$ cat config.mk
export PLATFORM = sky130hd
export DESIGN_NAME = writeback_queue
export DESIGN_NICKNAME = d
export VERILOG_FILES = /design/src/rtl/cpu_pkg.sv /design/src/rtl/wbq_fifo.sv /design/src/rtl/writeback_queue.sv
export SDC_FILE = /design/constraint.sdc
export NUM_CORES = 1
export LEC_CHECK = 0
export CAP_MARGIN = 20
export CORE_UTILIZATION = 30
export CTS_BUF_LIST = sky130_fd_sc_hd__clkbuf_8
export DETAILED_ROUTE_END_ITERATION = 8
export HOLD_SLACK_MARGIN = 0.1
export SLEW_MARGIN = 25
export SYNTH_ARGS = -nofsm -noshare
export SYNTH_HDL_FRONTEND = slang
export SYNTH_SLANG_ARGS = --single-unit
$ cat constraint.sdc
create_clock -name clk -period 7.1 [get_ports clk]
set_input_delay 1.065 -clock clk [delete_from_list [all_inputs] [get_ports clk]]
set_output_delay 1.065 -clock clk [all_outputs]
set_load 0.02 [all_outputs]
$ cat src/rtl/cpu_pkg.sv
// Shared register-file widths and the writeback-queue entry layout used by
// the writeback queue and its FIFO storage.
package cpu_pkg;
  localparam int REG_ADDR_W = 5;
  localparam int DATA_W     = 32;

  typedef struct packed {
    logic [REG_ADDR_W-1:0] dest;
    logic [DATA_W-1:0]     data;
    logic                  live;
  } wbq_entry_t;
endpackage

$ cat src/rtl/wbq_fifo.sv
// Circular FIFO of long-latency writebacks with per-entry live bits, WAW kill
// compare against the issuing pipeline write, and a hazard query port.
module wbq_fifo
  import cpu_pkg::*;
#(
  parameter  int DEPTH = 4,
  localparam int PTR_W = $clog2(DEPTH),
  localparam int CNT_W = PTR_W + 1
) (
  input  logic                  clk,
  input  logic                  startin,
  input  logic                  push,
  input  logic [REG_ADDR_W-1:0] push_dest,
  input  logic [DATA_W-1:0]     push_data,
  input  logic                  pop,
  input  logic                  kill,
  input  logic [REG_ADDR_W-1:0] kill_dest,
  input  logic [REG_ADDR_W-1:0] q_reg,
  output logic                  head_live,
  output logic [REG_ADDR_W-1:0] head_dest,
  output logic [DATA_W-1:0]     head_data,
  output logic                  q_pending,
  output logic [CNT_W-1:0]      count
);

  wbq_entry_t       mem_reg [DEPTH];
  logic [PTR_W-1:0] wr_ptr_reg, rd_ptr_reg;
  logic [CNT_W-1:0] count_reg, count_next;
  logic [DEPTH-1:0] live_next, kill_hit, q_hit;
  logic             push_live;
  wbq_entry_t       head_entry;

  genvar gi;
  generate
    for (gi = 0; gi < DEPTH; gi++) begin : g_cmp
      assign kill_hit[gi] = kill && mem_reg[gi].live && (mem_reg[gi].dest == kill_dest);
      assign q_hit[gi]    = mem_reg[gi].live && (mem_reg[gi].dest == q_reg);
    end
  endgenerate

  // A result arriving alongside a same-register pipeline write is older in
  // program order, so it enters the queue already dead.
  assign push_live = !(kill && (push_dest == kill_dest));

  always_comb begin
    for (int i = 0; i < DEPTH; i++) begin
      live_next[i] = mem_reg[i].live && !kill_hit[i];
    end
    if (pop) live_next[rd_ptr_reg] = 1'b0;
    if (push) live_next[wr_ptr_reg] = push_live;
  end

  always_comb begin
    count_next = count_reg + CNT_W'(push) - CNT_W'(pop);
  end

  always_ff @(posedge clk) begin
    if (startin) begin
      wr_ptr_reg <= '0;
      rd_ptr_reg <= '0;
      count_reg  <= '0;
    end else begin
      if (push) wr_ptr_reg <= wr_ptr_reg + PTR_W'(1);
      if (pop)  rd_ptr_reg <= rd_ptr_reg + PTR_W'(1);
      count_reg <= count_next;
    end
  end

  // Payload fields have no reset; only the live bits gate any use of them.
  always_ff @(posedge clk) begin
    for (int i = 0; i < DEPTH; i++) begin
      mem_reg[i].live <= startin ? 1'b0 : live_next[i];
    end
    if (push && !startin) begin
      mem_reg[wr_ptr_reg].dest <= push_dest;
      mem_reg[wr_ptr_reg].data <= push_data;
    end
  end

  assign head_entry = mem_reg[rd_ptr_reg];
  assign head_live  = head_entry.live && (count_reg != '0);
  assign head_dest  = head_entry.dest;
  assign head_data  = head_entry.data;
  assign q_pending  = (q_reg != '0) && (|q_hit);
  assign count      = count_reg;

endmodule

$ cat src/rtl/writeback_queue.sv
// Register-file write port arbiter: pipeline writes take priority, long-latency
// results wait in a small FIFO and drain on otherwise idle cycles.
module writeback_queue
  import cpu_pkg::*;
#(
  parameter  int DEPTH = 4,
  localparam int CNT_W = $clog2(DEPTH) + 1
) (
  input  logic                  clk,
  input  logic                  startin,
  input  logic                  wb_valid,
  input  logic [REG_ADDR_W-1:0] wb_reg,
  input  logic [DATA_W-1:0]     wb_data,
  input  logic                  lu_valid,
  output logic                  lu_ready,
  input  logic [REG_ADDR_W-1:0] lu_reg,
  input  logic [DATA_W-1:0]     lu_data,
  output logic                  RegWrite,
  output logic [REG_ADDR_W-1:0] WriteReg,
  output logic [DATA_W-1:0]     WriteData,
  input  logic [REG_ADDR_W-1:0] q_reg,
  output logic                  q_pending,
  output logic [CNT_W-1:0]      count
);

  logic                  wb_issue, lu_push, fifo_pop;
  logic                  head_live;
  logic [REG_ADDR_W-1:0] head_dest;
  logic [DATA_W-1:0]     head_data;

  logic                  regwrite_reg, regwrite_next;
  logic [REG_ADDR_W-1:0] writereg_reg, writereg_next;
  logic [DATA_W-1:0]     writedata_reg, writedata_next;

  assign wb_issue = !startin && wb_valid && (wb_reg != '0);
  assign lu_ready = !startin && (count < CNT_W'(DEPTH));
  assign lu_push  = lu_valid && lu_ready && (lu_reg != '0);
  // Dead heads still pop so physical occupancy drains at one entry per cycle.
  assign fifo_pop = !startin && !wb_issue && (count != '0);

  wbq_fifo #(.DEPTH(DEPTH)) u_fifo (
    .clk       (clk),
    .startin   (startin),
    .push      (lu_push),
    .push_dest (lu_reg),
    .push_data (lu_data),
    .pop       (fifo_pop),
    .kill      (wb_issue),
    .kill_dest (wb_reg),
    .q_reg     (q_reg),
    .head_live (head_live),
    .head_dest (head_dest),
    .head_data (head_data),
    .q_pending (q_pending),
    .count     (count)
  );

  always_comb begin
    regwrite_next  = 1'b0;
    writereg_next  = writereg_reg;
    writedata_next = writedata_reg;
    if (wb_issue) begin
      regwrite_next  = 1'b1;
      writereg_next  = wb_reg;
      writedata_next = wb_data;
    end else if (fifo_pop && head_live) begin
      regwrite_next  = 1'b1;
      writereg_next  = head_dest;
      writedata_next = head_data;
    end
  end

  always_ff @(posedge clk) begin
    if (startin) begin
      regwrite_reg  <= 1'b0;
      writereg_reg  <= '0;
      writedata_reg <= '0;
    end else begin
      regwrite_reg  <= regwrite_next;
      writereg_reg  <= writereg_next;
      writedata_reg <= writedata_next;
    end
  end

  assign RegWrite  = regwrite_reg;
  assign WriteReg  = writereg_reg;
  assign WriteData = writedata_reg;

endmodule
Word level (Yosys, flattened, before mapping)
Memories as Yosys holds them, arrays and structs flattened. A register that Yosys moved wholly into a read port is not among the register bits.
Cells that the tools add are included.
{ "classes": {"addsub": 4, "mul": 0, "div": 0, "magnitude_cmp": 5, "n_eq_ne": 9, "shifts": 0, "muxes": 21, "bitwise": 2, "n_reduce_logical": 43} }
{ "op_table": {"columns": ["operator", "n"], "rows": [
  ["$mux W32", 2],
  ["$eq A5 B5 Y1", 9],
  ["$logic_and A1 B1 Y1", 30],
  ["$reduce_bool A5 Y1", 3],
  ["$mux W1", 10],
  ["$mux W5", 2],
  ["$mux W4", 2],
  ["$logic_not A1 Y1", 7],
  ["$lt A2 B3 Y1 const B", 2],
  ["$add A2 B1 Y2 const B", 2],
  ["$and A4 B4 Y4", 1],
  ["$bwmux W4", 1],
  ["$demux W1 S2", 2],
  ["$ge A2 B1 Y1 const B", 2],
  ["$mux W2", 2],
  ["$not A4 Y4", 1],
  ["$reduce_or A4 Y1", 1],
  ["$add A3 B1 Y3", 1],
  ["$lt A3 B3 Y1 const B", 1],
  ["$reduce_bool A3 Y1", 1],
  ["$sub A3 B1 Y3", 1],
  ["$reduce_bool A2 Y1", 1]
]} }
{ "totals": {"ff_bits": 45, "latchBits": 0, "ramBits": 152, "mem_bits_ro": 0, "out_inout_bits": 43, "wordCells": 91, "mem_count": 1} }
{ "memory_table": {"columns": ["memory", "words", "width", "rd", "rd_ports_with_merged_regs", "write_ports", "line_no", "text"], "rows": [
  ["u_fifo.mem_reg", 4, 38, 5, 1, 5, "wbq_fifo.sv:26", "wbq_entry_t mem_reg [DEPTH];"]
]} }

Logic depth before layout (Yosys ltp)
{ "depth": {"word_depth": 12, "mapped_depth": 11} }

Hierarchy
A second synthesis with hierarchy kept.
{ "hier_totals": {"hier_cells": 560, "hier_area_um2": 8331.7} }
{ "by_module_without_submodules": {"columns": ["mod", "n_inst", "cells_per_inst", "area_per_inst_um2", "seq_area_each_um2"], "rows": [
  ["wbq_fifo", 1, 339, 6636.4, 4704.5],
  ["writeback_queue", 1, 221, 1695.4, 760.7]
]} }

Worst setup path before layout
OpenSTA, ideal clock, no wires.
{ "synth_path": {"path_kind": "input port to flip-flop", "start": "input startin", "end": "memory u_fifo.mem_reg[0][10] (netlist bit), enable pin", "setup_time_ns": 0.399, "arrival_time_ns": 3.029, "required_time_ns": 6.701, "setup_slack_ns": 3.672, "path_stages": 5, "path_cell_list": "clkbuf_1 > nor2_1 > o311a_1 > clkbuf_1 > and2_1"} }
{ "synth_lines": {"columns": ["item", "line_no", "text"], "rows": [
  ["start, declared", "writeback_queue.sv:10", "input logic startin,"],
  ["end, declared", "wbq_fifo.sv:26", null]
]} }

Final worst setup path
{ "layout_path": {"start": "input q_reg[3]", "end": "output q_pending"} }
{ "layout_via": {"elab_chain_len": 4} }
{ "layout_lines": {"columns": ["item", "line_no", "text"], "rows": [
  ["start, declared", "writeback_queue.sv:21", "input logic [REG_ADDR_W-1:0] q_reg,"],
  ["$eq A5 B5 Y1", "wbq_fifo.sv:37", "assign q_hit[gi] = mem_reg[gi].live && (mem_reg[gi].dest == q_reg);"],
  ["$logic_and A1 B1 Y1", "wbq_fifo.sv:37", null],
  ["$reduce_or A4 Y1", "wbq_fifo.sv:84", "assign q_pending = (q_reg != '0) && (|q_hit);"],
  ["$logic_and A1 B1 Y1 (*)", "wbq_fifo.sv:84", null],
  ["end, declared", "writeback_queue.sv:22", "output logic q_pending,"]
]} }
Every way passes the cells marked *; elsewhere a longest branch is shown, timed or not.

==> flow_summary.yaml <==
min_path:
  min-delay-start: "WriteData[27]"
  worstHoldPathCells: 2
  hold_path.class: "flop to flop"
  hold_end: "WriteData[27]"
floorplanning:
  die_h_um: 169.0
  rows: 60
  coreArea_um2: 27180
  dieWidth_um: 169.0
  start_util_pct: 30.80
  io_pins: 126
  die-area_um2: 28570
global_routing:
  grt_usage_pct: 14.09
  grt_pass1_vias: 4976
  antenna_found_initial: 1
  grt_pass1_wl_mm: 29.72
  grt_max_degree: 56
  grt-ovfl-total: 0
clock_network:
  clkSlewWorstSetupHoldPaths_ns: 0.10
  cts_tree: "yes"
  cts_sinks: 199
  numCtsBuffers: 17
  cts_buffer_depth: 2
  cts_root_buf: "clkbuf_8"
  post_cts_buffers: 0
  cts-resized-gates: 0
  clock_latency_ns: 0.48
  htree_levels: 4
  cts_hold_buffers: 0
yosys:
  synth_nets: 649
  postSynthAreaPerCell_um2: 15.05
  yosys.area.top_type: "edfxtp_1"
  synthFlopType: "edfxtp_1"
  yosys_register_bits: 199
  ys_seq_area_share_pct: 65.29
  synthDistinctLibCells: 42
  synthAdderAreaFrac_pct: 1.584
  synth.area.mux_share_pct: 10.58
  synthCells: 556
  synth_edf_count: 148
  async_flop_share_pct: 0
  synthXorXnorAreaFrac_pct: 5.127
  ys_top_cells_by_area: "edfxtp_1 (53%), dfxtp_1 (12%), mux4_2 (10%)"
  synth_compound_area_share_pct: 5.665
  synth_top_family_by_area: "multiplexers"
  synth_warnings: 0
  synth-simple-area-share_pct: 8.550
  synth_area_um2: 8371
  synth_top_area_share_pct: 53.09
drt:
  via_count: 4856
  viasPerCell: 4.616
  first_pass_iters: 4
  drtIter0Drc: 269
  drc: 0
  ant_nets: 0
  avgRoutedWirePerCell_um: 18.47
  routed_wl_mm: 19.43
worst_setup_path:
  rr_endpoint: "WriteData[11]"
  rrSetupSlack_ns: 4.22
  path_class: "input pin to primary output"
  r2r_cells: 5
  cp.required_ns: 6.03
  worstPathMaxFanout: 5
  crit_arrival_ns: 3.03
  critPathCaptureType: "primary output"
  crit_path_start_kind: "input pin"
sta:
  tns_ns: 0
  hold_ws_ns: 0.5006
  grt_setup_unrepaired: "false"
  max_slew_margin_pct: 34.16
  hold_violations: 0
  worstMarginPinSlew_ns: 0.9861
  period_share_pct: 57.70
  fmax_mhz: 244.1
  slew_violations: 0
  fin_skew_ns: 0.01672
  fin_crit_ns: 4.097
  setup_viol: 0
layout:
  area_delta_synth_final_pct: 23.17
  nets: 760
  multi_input_area_um2: 2643
  seq_area_um2: 5470
  diodes: 0
  fill_cells: 2643
  largest_reg_flops: 152
  post-route-util_pct: 37.94
  drive_gt1_share_pct: 17.21
pwr:
  p_leak_nw: 3.322
  ir_worst_vdd_uv: 95.04
  power.density_nw_per_um2: 267.6
status:
  status: "finished clean"
place:
  hpwl_mm: 12.34
  finalWeightedCongestion: 0.8379
  port_buffers: 125
run:
  drv_cap: 0
## cell usage after synthesis, types with 2 or more instances
| cell type | number |
|---|---|
| buf_6 | 2 |
| clkbuf_1 | 23 |
| inv_1 | 10 |
| buf_12 | 3 |
| nor2b_1 | 2 |
| ha_1 | 9 |
| a22oi_1 | 4 |
| nor2_1 | 46 |
| xnor2_1 | 21 |
| edfxtp_1 | 148 |
| nand3_1 | 9 |
| nand2_1 | 40 |
| a311oi_1 | 32 |
| nand2_2 | 30 |
| nor4_1 | 9 |
| a21oi_1 | 5 |
| o21a_1 | 2 |
| a211oi_1 | 4 |
| mux4_2 | 38 |
| and2_1 | 4 |
| nand2b_1 | 2 |
| mux2i_1 | 3 |
| nor3_1 | 3 |
| xor2_1 | 28 |
| buf_2 | 10 |
| a2111o_1 | 3 |
| dfxtp_1 | 51 |
## worst max-delay path: stages
cell	delay, ns
clkdlybuf4s50_1	0.53
xor2_1	0.19
nor4_1	0.31
nand3_1	0.11
nand4_1	0.11
o21a_1	0.12
clkdlybuf4s50_1	0.59
## where the power goes
part / internal (mW) / switching [mW] / total [mW]
registers: 1.34 / 0.0897 / 1.43
clock network: 0.264 / 0.459 / 0.723
logic: 0.311 / 0.294 / 0.605
## final cells by class
cell class | count | share of cell area [%]
flip-flops and latches | 199 | 53.06
multi-input cells | 307 | 25.63
repair buffers | 132 | 12.60
well taps | 372 | 4.515
clock buffers | 17 | 2.269
clock inverters | 15 | 1.566
inverters | 10 | 0.3641
## how the worst max path moves through the flow
stage	startpoint	end	slack, ns	cells past startpoint
floorplan	startin	u_fifo.mem_reg[0][10]	3.67	5
global placement	wb_reg[0]	u_fifo.mem_reg[3][0]	2.83	7
detailed placement	wb_reg[0]	u_fifo.mem_reg[3][0]	2.82	7
CTS	q_reg[3]	q_pending	2.99	7
global route	q_reg[3]	q_pending	2.89	7
finish	q_reg[3]	q_pending	3.00	7
## through the flow
stage / area (um^2) / cells / setup slack (ns) / power (mW)
detailed placement: 9915 / 1020 / 2.825 / 2.076
finish: 10310 / 1052 / 3.003 / 2.759
floorplan: 8371 / 556 / 3.672 / 1.830
global placement: 9915 / 1020 / 2.832 / 2.073
CTS: 10310 / 1052 / 2.986 / 2.793
global route: 10310 / 1052 / 2.887 / 2.894
## placed cells by master, fill, tap and decap left out, types with 4 or more instances in the layout
master	n
inv_1	10
a21oi_1	5
nand2_2	30
clkinv_8	4
nand3_1	9
inv_6	4
clkbuf_8	17
a22oi_1	4
nand2_1	40
dfxtp_1	49
buf_4	7
xor2_1	28
nor2_1	46
ha_1	9
a211oi_1	4
edfxtp_1	148
clkdlybuf4s50_1	124
nor4_1	9
mux4_2	38
xnor2_1	21
a311oi_1	32
## cells by family after synthesis
logic type	count (synthesis)
adders and majority gates	10
muxes	41
buffers and inverters	50
xor gates and xnor gates	49
AOI/OAI and AO/OA	57
and+or+nand+nor	150
DFF	199
## layer usage
metal | up-vias | global-route usage, % | wire (um)
met2 | 101 | 22.57 | 9188
met4 | 2 | 3.917 | 202
met1 | 2423 | 19.05 | 9193
li1 | 2313 | - | -
met5 | - | 0 | 17
met3 | 17 | 3.390 | 828
Power figures use the tool's default switching activity.
